--- src/rtl/poly_eval_unit_pkg.sv ---
// Shared definitions for the quadratic polynomial evaluator.
// Provides default operand widths, the controller state encoding and the
// encodings of the datapath mux selects (m0/m1/m2).
package poly_eval_unit_pkg;

  localparam int XW_DEF = 8;   // width of evaluation point X
  localparam int DW_DEF = 16;  // width of coefficients and result

  // Controller states, one clock each
  typedef enum logic [2:0] {
    IDLE = 3'd0,
    LOAD = 3'd1,
    MUL1 = 3'd2,
    ADD1 = 3'd3,
    MUL2 = 3'd4,
    ADD2 = 3'd5,
    DONE = 3'd6
  } state_t;

  // m0: multiplier A-side source
  typedef enum logic {
    M0_AREG = 1'b0,
    M0_HREG = 1'b1
  } m0_sel_t;

  // m1: adder second operand source
  typedef enum logic {
    M1_BREG = 1'b0,
    M1_CREG = 1'b1
  } m1_sel_t;

  // m2: accumulator H load source
  typedef enum logic {
    M2_MUL = 1'b0,
    M2_ADD = 1'b1
  } m2_sel_t;

endpackage

--- src/rtl/poly_eval_datapath.sv ---
// Shared-resource datapath for Horner evaluation ((A*X)+B)*X + C.
// One multiplier and one adder are time-multiplexed under controller selects.
// Ports:
//   ck, rst        clock and asynchronous active-low reset
//   lx             capture x/a/b/c into operand registers
//   lh             load accumulator H from the source chosen by m2
//   ls             load the result register from the adder output
//   m0, m1, m2     mux selects (multiplier A-side, adder B-side, H source)
//   x, a, b, c     raw operands from the host
//   resultado      last completed result (registered)
module poly_eval_datapath
  import poly_eval_unit_pkg::*;
#(
  parameter int XW = XW_DEF,
  parameter int DW = DW_DEF
) (
  input  logic          ck,
  input  logic          rst,
  input  logic          lx,
  input  logic          lh,
  input  logic          ls,
  input  m0_sel_t       m0,
  input  m1_sel_t       m1,
  input  m2_sel_t       m2,
  input  logic [XW-1:0] x,
  input  logic [DW-1:0] a,
  input  logic [DW-1:0] b,
  input  logic [DW-1:0] c,
  output logic [DW-1:0] resultado
);

  logic [XW-1:0] x_r;
  logic [DW-1:0] a_r;
  logic [DW-1:0] b_r;
  logic [DW-1:0] c_r;
  logic [DW-1:0] h_r;
  logic [DW-1:0] res_r;

  logic [DW-1:0] mul_a_s;
  logic [DW-1:0] add_b_s;
  logic [DW-1:0] prod_s;
  logic [DW-1:0] sum_s;
  logic [DW-1:0] h_src_s;

  // Operand muxes plus the shared multiplier and adder
  always_comb begin
    mul_a_s = a_r;
    add_b_s = b_r;
    h_src_s = prod_s;
    case (m0)
      M0_AREG: mul_a_s = a_r;
      M0_HREG: mul_a_s = h_r;
      default: mul_a_s = a_r;
    endcase
    case (m1)
      M1_BREG: add_b_s = b_r;
      M1_CREG: add_b_s = c_r;
      default: add_b_s = b_r;
    endcase
    // Only the low DW bits of the product are ever kept, so X is
    // zero-extended to DW and the multiply done at DW width.
    prod_s = mul_a_s * {{(DW-XW){1'b0}}, x_r};
    sum_s  = h_r + add_b_s;
    case (m2)
      M2_MUL:  h_src_s = prod_s;
      M2_ADD:  h_src_s = sum_s;
      default: h_src_s = prod_s;
    endcase
  end

  // Operand, accumulator and result registers
  always_ff @(posedge ck or negedge rst) begin
    if (!rst) begin
      x_r   <= '0;
      a_r   <= '0;
      b_r   <= '0;
      c_r   <= '0;
      h_r   <= '0;
      res_r <= '0;
    end else begin
      if (lx) begin
        x_r <= x;
        a_r <= a;
        b_r <= b;
        c_r <= c;
      end
      if (lh) begin
        h_r <= h_src_s;
      end
      // The final H+C goes straight to the result in the same edge
      if (ls) begin
        res_r <= sum_s;
      end
    end
  end

  assign resultado = res_r;

endmodule

--- src/rtl/poly_eval_unit.sv ---
// Quadratic polynomial evaluator: Resultado = A*X*X + B*X + C (mod 2^DW).
// Controller FSM sequences a shared multiplier/adder datapath through
// LOAD, MUL1, ADD1, MUL2, ADD2, DONE with an inicio/pronto handshake.
// Ports:
//   ck, rst        clock and asynchronous active-low reset
//   inicio         start request, honoured only while idle
//   X, A, B, C     evaluation point and coefficients (unsigned)
//   Resultado      last completed result, held until the next run or reset
//   pronto         one-cycle completion pulse (high during DONE)
//   ocupado        high in every state except IDLE
module poly_eval_unit
  import poly_eval_unit_pkg::*;
#(
  parameter int XW = XW_DEF,
  parameter int DW = DW_DEF
) (
  input  logic          ck,
  input  logic          rst,
  input  logic          inicio,
  input  logic [XW-1:0] X,
  input  logic [DW-1:0] A,
  input  logic [DW-1:0] B,
  input  logic [DW-1:0] C,
  output logic [DW-1:0] Resultado,
  output logic          pronto,
  output logic          ocupado
);

  state_t  state_r;
  state_t  state_next_s;
  logic    lx_s;
  logic    lh_s;
  logic    ls_s;
  m0_sel_t m0_s;
  m1_sel_t m1_s;
  m2_sel_t m2_s;
  logic    pronto_r;
  logic    ocupado_r;

  // Next-state and datapath control decode
  always_comb begin
    state_next_s = state_r;
    lx_s         = 1'b0;
    lh_s         = 1'b0;
    ls_s         = 1'b0;
    m0_s         = M0_AREG;
    m1_s         = M1_BREG;
    m2_s         = M2_MUL;
    case (state_r)
      IDLE: begin
        if (inicio) begin
          state_next_s = LOAD;
        end else begin
          state_next_s = IDLE;
        end
      end
      LOAD: begin
        lx_s         = 1'b1;
        state_next_s = MUL1;
      end
      MUL1: begin
        lh_s         = 1'b1;
        m0_s         = M0_AREG;
        m2_s         = M2_MUL;
        state_next_s = ADD1;
      end
      ADD1: begin
        lh_s         = 1'b1;
        m1_s         = M1_BREG;
        m2_s         = M2_ADD;
        state_next_s = MUL2;
      end
      MUL2: begin
        lh_s         = 1'b1;
        m0_s         = M0_HREG;
        m2_s         = M2_MUL;
        state_next_s = ADD2;
      end
      ADD2: begin
        lh_s         = 1'b1;
        ls_s         = 1'b1;
        m1_s         = M1_CREG;
        m2_s         = M2_ADD;
        state_next_s = DONE;
      end
      DONE: begin
        state_next_s = IDLE;
      end
      default: begin
        state_next_s = IDLE;
      end
    endcase
  end

  // State register; status flags are registered from the next state so
  // they line up exactly with the state they describe
  always_ff @(posedge ck or negedge rst) begin
    if (!rst) begin
      state_r   <= IDLE;
      pronto_r  <= 1'b0;
      ocupado_r <= 1'b0;
    end else begin
      state_r   <= state_next_s;
      pronto_r  <= (state_next_s == DONE);
      ocupado_r <= (state_next_s != IDLE);
    end
  end

  assign pronto  = pronto_r;
  assign ocupado = ocupado_r;

  poly_eval_datapath #(
    .XW(XW),
    .DW(DW)
  ) u_datapath (
    .ck       (ck),
    .rst      (rst),
    .lx       (lx_s),
    .lh       (lh_s),
    .ls       (ls_s),
    .m0       (m0_s),
    .m1       (m1_s),
    .m2       (m2_s),
    .x        (X),
    .a        (A),
    .b        (B),
    .c        (C),
    .resultado(Resultado)
  );

endmodule

--- config.mk ---
export PLATFORM = sky130hd
export DESIGN_NAME = poly_eval_unit
export DESIGN_NICKNAME = d
export VERILOG_FILES = /design/src/rtl/poly_eval_unit_pkg.sv /design/src/rtl/poly_eval_datapath.sv /design/src/rtl/poly_eval_unit.sv
export SDC_FILE = /design/constraint.sdc
export NUM_CORES = 1
export LEC_CHECK = 0
export CAP_MARGIN = 20
export CORE_UTILIZATION = 30
export DETAILED_ROUTE_END_ITERATION = 8
export DONT_BUFFER_PORTS = 1
export HOLD_SLACK_MARGIN = 0.02
export PLACE_DENSITY_LB_ADDON = 0.15
export SKIP_LAST_GASP = 1
export SLEW_MARGIN = 5
export SYNTH_ARGS = -nofsm -noshare
export SYNTH_HDL_FRONTEND = slang
export SYNTH_SLANG_ARGS = --single-unit
export TNS_END_PERCENT = 10
--- constraint.sdc ---
create_clock -name ck -period 4.95 [get_ports ck]
set_input_delay 0.99 -clock ck [delete_from_list [all_inputs] [get_ports ck]]
set_output_delay 0.99 -clock ck [all_outputs]
set_load 0.02 [all_outputs]
==> After elaboration in Yosys (flattened, before gate mapping) <==
Index checks and enable logic that the tools add are counted.
{ "op_classes": {"eq_ne": 6, "n_mul": 1, "reduce_logical": 4, "mux": 10, "n_addsub": 1, "bitwise_logic": 3} }
{ "op_table": {"columns": ["operator", "n"], "rows": [
  ["$pmux 16 s2", 3],
  ["$pmux 3 s6", 1],
  ["$add 16x16->16", 1],
  ["$mul 16x8->16", 1],
  ["$eq 3x3->1 const B", 3],
  ["$eq 3x2->1 const B", 2],
  ["$mux 1", 6],
  ["$reduce_or 4->1", 1],
  ["$eq 3x1->1 const B", 1],
  ["$logic_not 3->1", 1],
  ["$not 1->1", 3],
  ["$reduce_bool 3->1", 1],
  ["$reduce_or 2->1", 1]
]} }
{ "totals": {"elab_cells": 34, "inputBits": 59, "register_bits": 93, "output_inout_bits": 18} }

==> Depth between registers and ports, before layout <==
{ "depth": {"word_depth": 6, "depth_mapped": 23, "depth_no_buf": 20} }

==> Modules after synthesis <==
From an unflattened synthesis, not the netlist that was laid out.
{ "hier_totals": {"cells_unflattened": 721, "area_unflattened_um2": 7634.8} }
{ "modules_own_cells": {"columns": ["module", "n_inst", "seq_area_each_um2", "cells_each", "area_each_um2"], "rows": [
  ["poly_eval_datapath", 1, 2202.1, 693, 7342.0],
  ["poly_eval_unit", 1, 125.1, 28, 292.8]
]} }

==> Least setup slack after synthesis <==
No wires, ideal clock.
{ "synth_path": {"kind": "flip-flop to flip-flop", "from": "register state_r[0]", "to": "register u_datapath.h_r[15]", "arrival_ns": 5.203, "n_path_buf": 3, "period_less_slack_ns": 5.323, "path_stages_with_launch": 23, "setup_time_ns": 0.121, "slack_ns": -0.373, "cell_sequence": "dfrtp_1 -> buf_6 -> nor3b_2 -> buf_6 -> buf_2 -> mux2i_1 -> nand2b_1 -> fa_1 -> fa_1 -> inv_1 -> fa_1 -> inv_1 -> fa_1 -> inv_1 -> ha_1 -> o21ai_0 -> a21oi_1 -> nor4_1 -> o311ai_0 -> a21oi_1 -> xnor3_1 -> o21ai_1 -> o21ai_1"} }
{ "synth_via": {"elab_chain_len": 6, "word_cells_on_any_way": 18} }
{ "synth_lines": {"columns": ["item", "line_no", "rtl"], "rows": [
  ["start, declared", "poly_eval_unit.sv:29", "state_t state_r;"],
  ["start signal, assigned", "poly_eval_unit.sv:103", "state_r <= state_next_s;"],
  ["$eq 3x3->1", "poly_eval_unit.sv:49", "case (state_r)"],
  ["$mux 1", "poly_eval_unit.sv:49", null],
  ["$not 1->1 (on tied branches)", "poly_eval_datapath.sv:50, poly_eval_datapath.sv:55", null],
  ["$pmux 16 s2 (on tied branches)", "poly_eval_datapath.sv:50, poly_eval_datapath.sv:55", null],
  ["$mul 16x8->16 or $add 16x16->16 (tied branches)", "poly_eval_datapath.sv:62, poly_eval_datapath.sv:63", null],
  ["$pmux 16 s2", "poly_eval_datapath.sv:64", "case (m2)"],
  ["end signal, assigned", "poly_eval_datapath.sv:88", "h_r <= h_src_s;"],
  ["end, declared", "poly_eval_datapath.sv:36", "logic [DW-1:0] h_r;"]
]} }
Parallel ways exist; a longest one is shown, timed or not.
A chain may end at the register's enable or synchronous reset.

==> Worst setup path after layout <==
{ "layout_path": {"from": "register state_r[1]", "to": "register u_datapath.h_r[14]"} }
The elaborated chain is that of the path after synthesis.

==> metrics.md <==
| Metric | Value |
|---|---|
| Most area-consuming cells after synthesis | sky130_fd_sc_hd__dfrtp_1 (31%), sky130_fd_sc_hd__fa_1 (16%), sky130_fd_sc_hd__mux2_2 (12%) |
| Count of unresolved DRC violations after routing | 0 |
| Minimum period implied by the final worst setup slack | ~5.2 ns |
| Remaining number of nets flagged by the antenna check after routing | 0 |
| Average cell area after synthesis | 10.3 um2 |
| Final number of setup-violating endpoints | 6 |
| Outcome | finished, violations left |
| Maximum level of the CTS H-tree | 3 |
| Worst clock skew | 0.0111 ns |
| Number of flip-flops and latches in the synthesized netlist | 93 |
| Netlist area before placement | 7540 um2 |
| Kind of end point of the critical path | flip-flop |
| Number of fill cells in the layout | ~2400 |
| TritonCTS clock tree | built |
| First-pass DRT Iterations | 4 |
| Vias in the first global route | 5700 |
| Post-synth ARST share | 1.00 |
| Iter 0 DRT Violations | roughly 250 |
| Worst Setup Slack post-DPL | -0.198 ns |
| Horiz. Die Dim | 161 um |
| Core region area | 24500 um2 |
| Tightest Pin Transition | 0.682 ns |
| Number of rows in the core area | 57 |
| Setup tns final | -0.787 ns |
| Clock Sink Count | 93 |
| Routed wirelength normalized by instance count | 17.6 um |
| Sum of overflow across all layers after global routing | 0 |
| Largest area contributor in the netlist | sky130_fd_sc_hd__dfrtp_1 |
| Violated checks | setup timing |
| Unique cell type count in the Yosys netlist | 46 |
| Number of port buffers | 0 |
| Final Routed Wirelength | 19.7 mm |
| Layout-stage area growth over the synthesis result | 20.3% |
| Number of enable flip-flop cells after synthesis | 0 |
| Last weighted congestion value of the routability-driven placer | 0.835 |
| Synth warnings | 0 |
| Hold violation total from the final report | 0 |
| Overall via count from detail_route | 5334 |
| Clock latency at the later pin of the worst-skew pair | roughly 0.35 ns |
| Share of the cycle needed by the critical path after routing | 1.04 |
| Area of the die | 25800 um2 |
| Via density per instance | 4.76 |
| Clk slew on worst S/H paths | 0.07 ns |
| Top-count cell post-synth | sky130_fd_sc_hd__dfrtp_1 |
| Unrepaired setup endpoints after global routing | true |
| Initial antenna violation count | 0 |
| Final #Nets | 950 |
| Worst hold slack after final layout | 0.333 ns |
| Number of buffers created by CTS | 9 |
| Syn Nets | 890 |
| Overall routing resource usage | 0.160 |
| Cell at the root of the clock tree | sky130_fd_sc_hd__clkbuf_16 |
| Max-slew violation count | 0 |
| Deepest clock path buffer count | 2 |
| Utilization after layout | 0.371 |
| Hpwl dp | ~16 mm |
| Path category of the worst min-delay check | in2async |
| Upper clock frequency limit | 0.194 GHz |
| Global-route wire length before repair | 31.7 mm |
| Count of antenna diodes in the layout | 0 |
| Seq/Total Area, Yosys | 0.309 |
| Synthesized instance count | roughly 730 |
| Share of Yosys cell area claimed by the top area cell type | 0.309 |
| Initial cell density of the core | 0.308 |
| Worst Setup Slack, final | -0.207 ns |
| Path type of the worst setup path | reg2reg |
| Count of pins on the block boundary | 77 |
| Highest fanout seen on the critical path | 6 |
| Top FF cell, synth | sky130_fd_sc_hd__dfrtp_1 |
| Ratio of cells with drive above 1 in the final layout | 0.264 |
| Pin count of the biggest net entering global routing | 94 |
| Vertical extent of the die | 161 um |
| Crit path DAT | 5.42 ns |
| Leading post-synthesis cells by instance count | sky130_fd_sc_hd__dfrtp_1 (93), sky130_fd_sc_hd__inv_1 (81), sky130_fd_sc_hd__mux2_2 (79) |
| Category of the worst setup path launch point | flip-flop |
| Headroom to the max-slew limit | 0.544 |
| Max-cap violations | 0 |
| Required time reported for the critical path endpoint | 5.21 ns |
| Hold Buf Count CTS | 0 |
-- final timing paths --
| check | from | to | slack, ns | cells after the start |
|---|---|---|---|---|
| worst max-delay path | state_r[1] | u_datapath.h_r[14] | -0.21 | 22 |
| worst min-delay path | rst | u_datapath.resultado[6] | 0.33 | 0 |
| worst max register to register | state_r[1] | u_datapath.h_r[14] | -0.21 | 22 |
| worst min register to register | u_datapath.c_r[7] | u_datapath.c_r[7] | 0.50 | 1 |
| max in group asynchronous | rst | u_datapath.a_r[13] | 4.48 | 0 |
| min in group ck | u_datapath.c_r[7] | u_datapath.c_r[7] | 0.50 | 1 |
-- timing repair --
item	in CTS	in global routing
setup buffers	7	9
gates cloned	1	0
gates resized for setup	24	13
endpoints found under the setup margin	7	8
pin swaps	16	23
-- worst max-delay path, stage by stage, from the launching register on --
cell and delay, ns:
sky130_fd_sc_hd__dfrtp_1 0.41, sky130_fd_sc_hd__nor3b_4 0.22, sky130_fd_sc_hd__buf_4 0.15, sky130_fd_sc_hd__buf_12 0.14, sky130_fd_sc_hd__mux2i_4 0.27, sky130_fd_sc_hd__buf_6 0.13, sky130_fd_sc_hd__buf_6 0.09, sky130_fd_sc_hd__nor2b_1 0.05
sky130_fd_sc_hd__fa_1 0.51, sky130_fd_sc_hd__fa_1 0.53, sky130_fd_sc_hd__fa_1 0.53, sky130_fd_sc_hd__inv_1 0.05, sky130_fd_sc_hd__fa_1 0.49, sky130_fd_sc_hd__inv_2 0.05, sky130_fd_sc_hd__ha_4 0.21, sky130_fd_sc_hd__a21o_1 0.16
sky130_fd_sc_hd__a21oi_2 0.19, sky130_fd_sc_hd__nand2_1 0.09, sky130_fd_sc_hd__a21o_1 0.17, sky130_fd_sc_hd__a31oi_1 0.19, sky130_fd_sc_hd__xnor2_1 0.14, sky130_fd_sc_hd__nor3_1 0.07, sky130_fd_sc_hd__a211oi_1 0.22
-- cell type report --
type | instances | area [um2] | area share
Tap cell | 324 | 405 | 0.0447
Timing Repair Buffer | 77 | 641 | 0.0706
Clock inverter | 6 | 86.3 | 0.00952
Sequential cell | 93 | 2330 | 0.257
Multi-Input combinational cell | 528 | 5070 | 0.559
Clock buffer | 10 | 229 | 0.0252
Inverter | 82 | 308 | 0.0339
-- cell usage in the layout, fill, tap and decap left out, drive strengths merged, types with 3 or more instances in the layout --
master	synthesis	final
a21o	11	11
clkbuf	23	10
fa	61	61
o21bai	6	6
buf	5	77
a21oi	24	24
inv	81	82
and2	5	5
or3	4	4
nand3	5	5
nor2	22	22
nand2	44	44
dfrtp	93	93
mux2i	23	23
o21ai	34	34
xor2	13	13
a31oi	4	4
nor2b	74	74
nand2b	21	21
a211oi	3	3
xnor2	21	21
clkinv	1	3
o21a	5	5
nor3	10	10
ha	39	39
mux2	79	79
-- routing by layer --
metal | global-route usage | vias to the layer above | part of all wire
li1 | - | 2523 | -
met1 | 0.204 | 2694 | 0.44
met2 | 0.276 | 95 | 0.50
met3 | 0.0240 | 22 | 0.034
met4 | 0.0558 | 0 | 0.022
met5 | 0 | - | 0
-- stage by stage --
stage,instances,cell area [um2]
CTS,1111,8930
global route,1120,9070
global placement,1087,8410
detailed placement,1087,8410
floorplan,731,7670
finish,1120,9070
-- state kept, by name (all words and copies together), names as in the netlist --
register,count
state_r,3
ocupado,1
pronto,1
u_datapath.x_r,8
u_datapath.h_r,16
u_datapath.resultado,16
u_datapath.c_r,16
u_datapath.a_r,16
u_datapath.b_r,16
-- kinds of logic (layout without fill, tap and decap cells) --
family	count (synthesis)	after routing	synth area share
simple gates	195	195	0.139
buf+inv	110	175	0.0571
mux	102	102	0.149
fa+ha+maj	100	100	0.227
compound gates	96	96	0.0771
flops	93	93	0.309
xor+xnor	35	35	0.0425
Power is left out: the tool's default activity adds up to more than one toggle a clock period on the data nets, which glitch-free logic cannot reach.
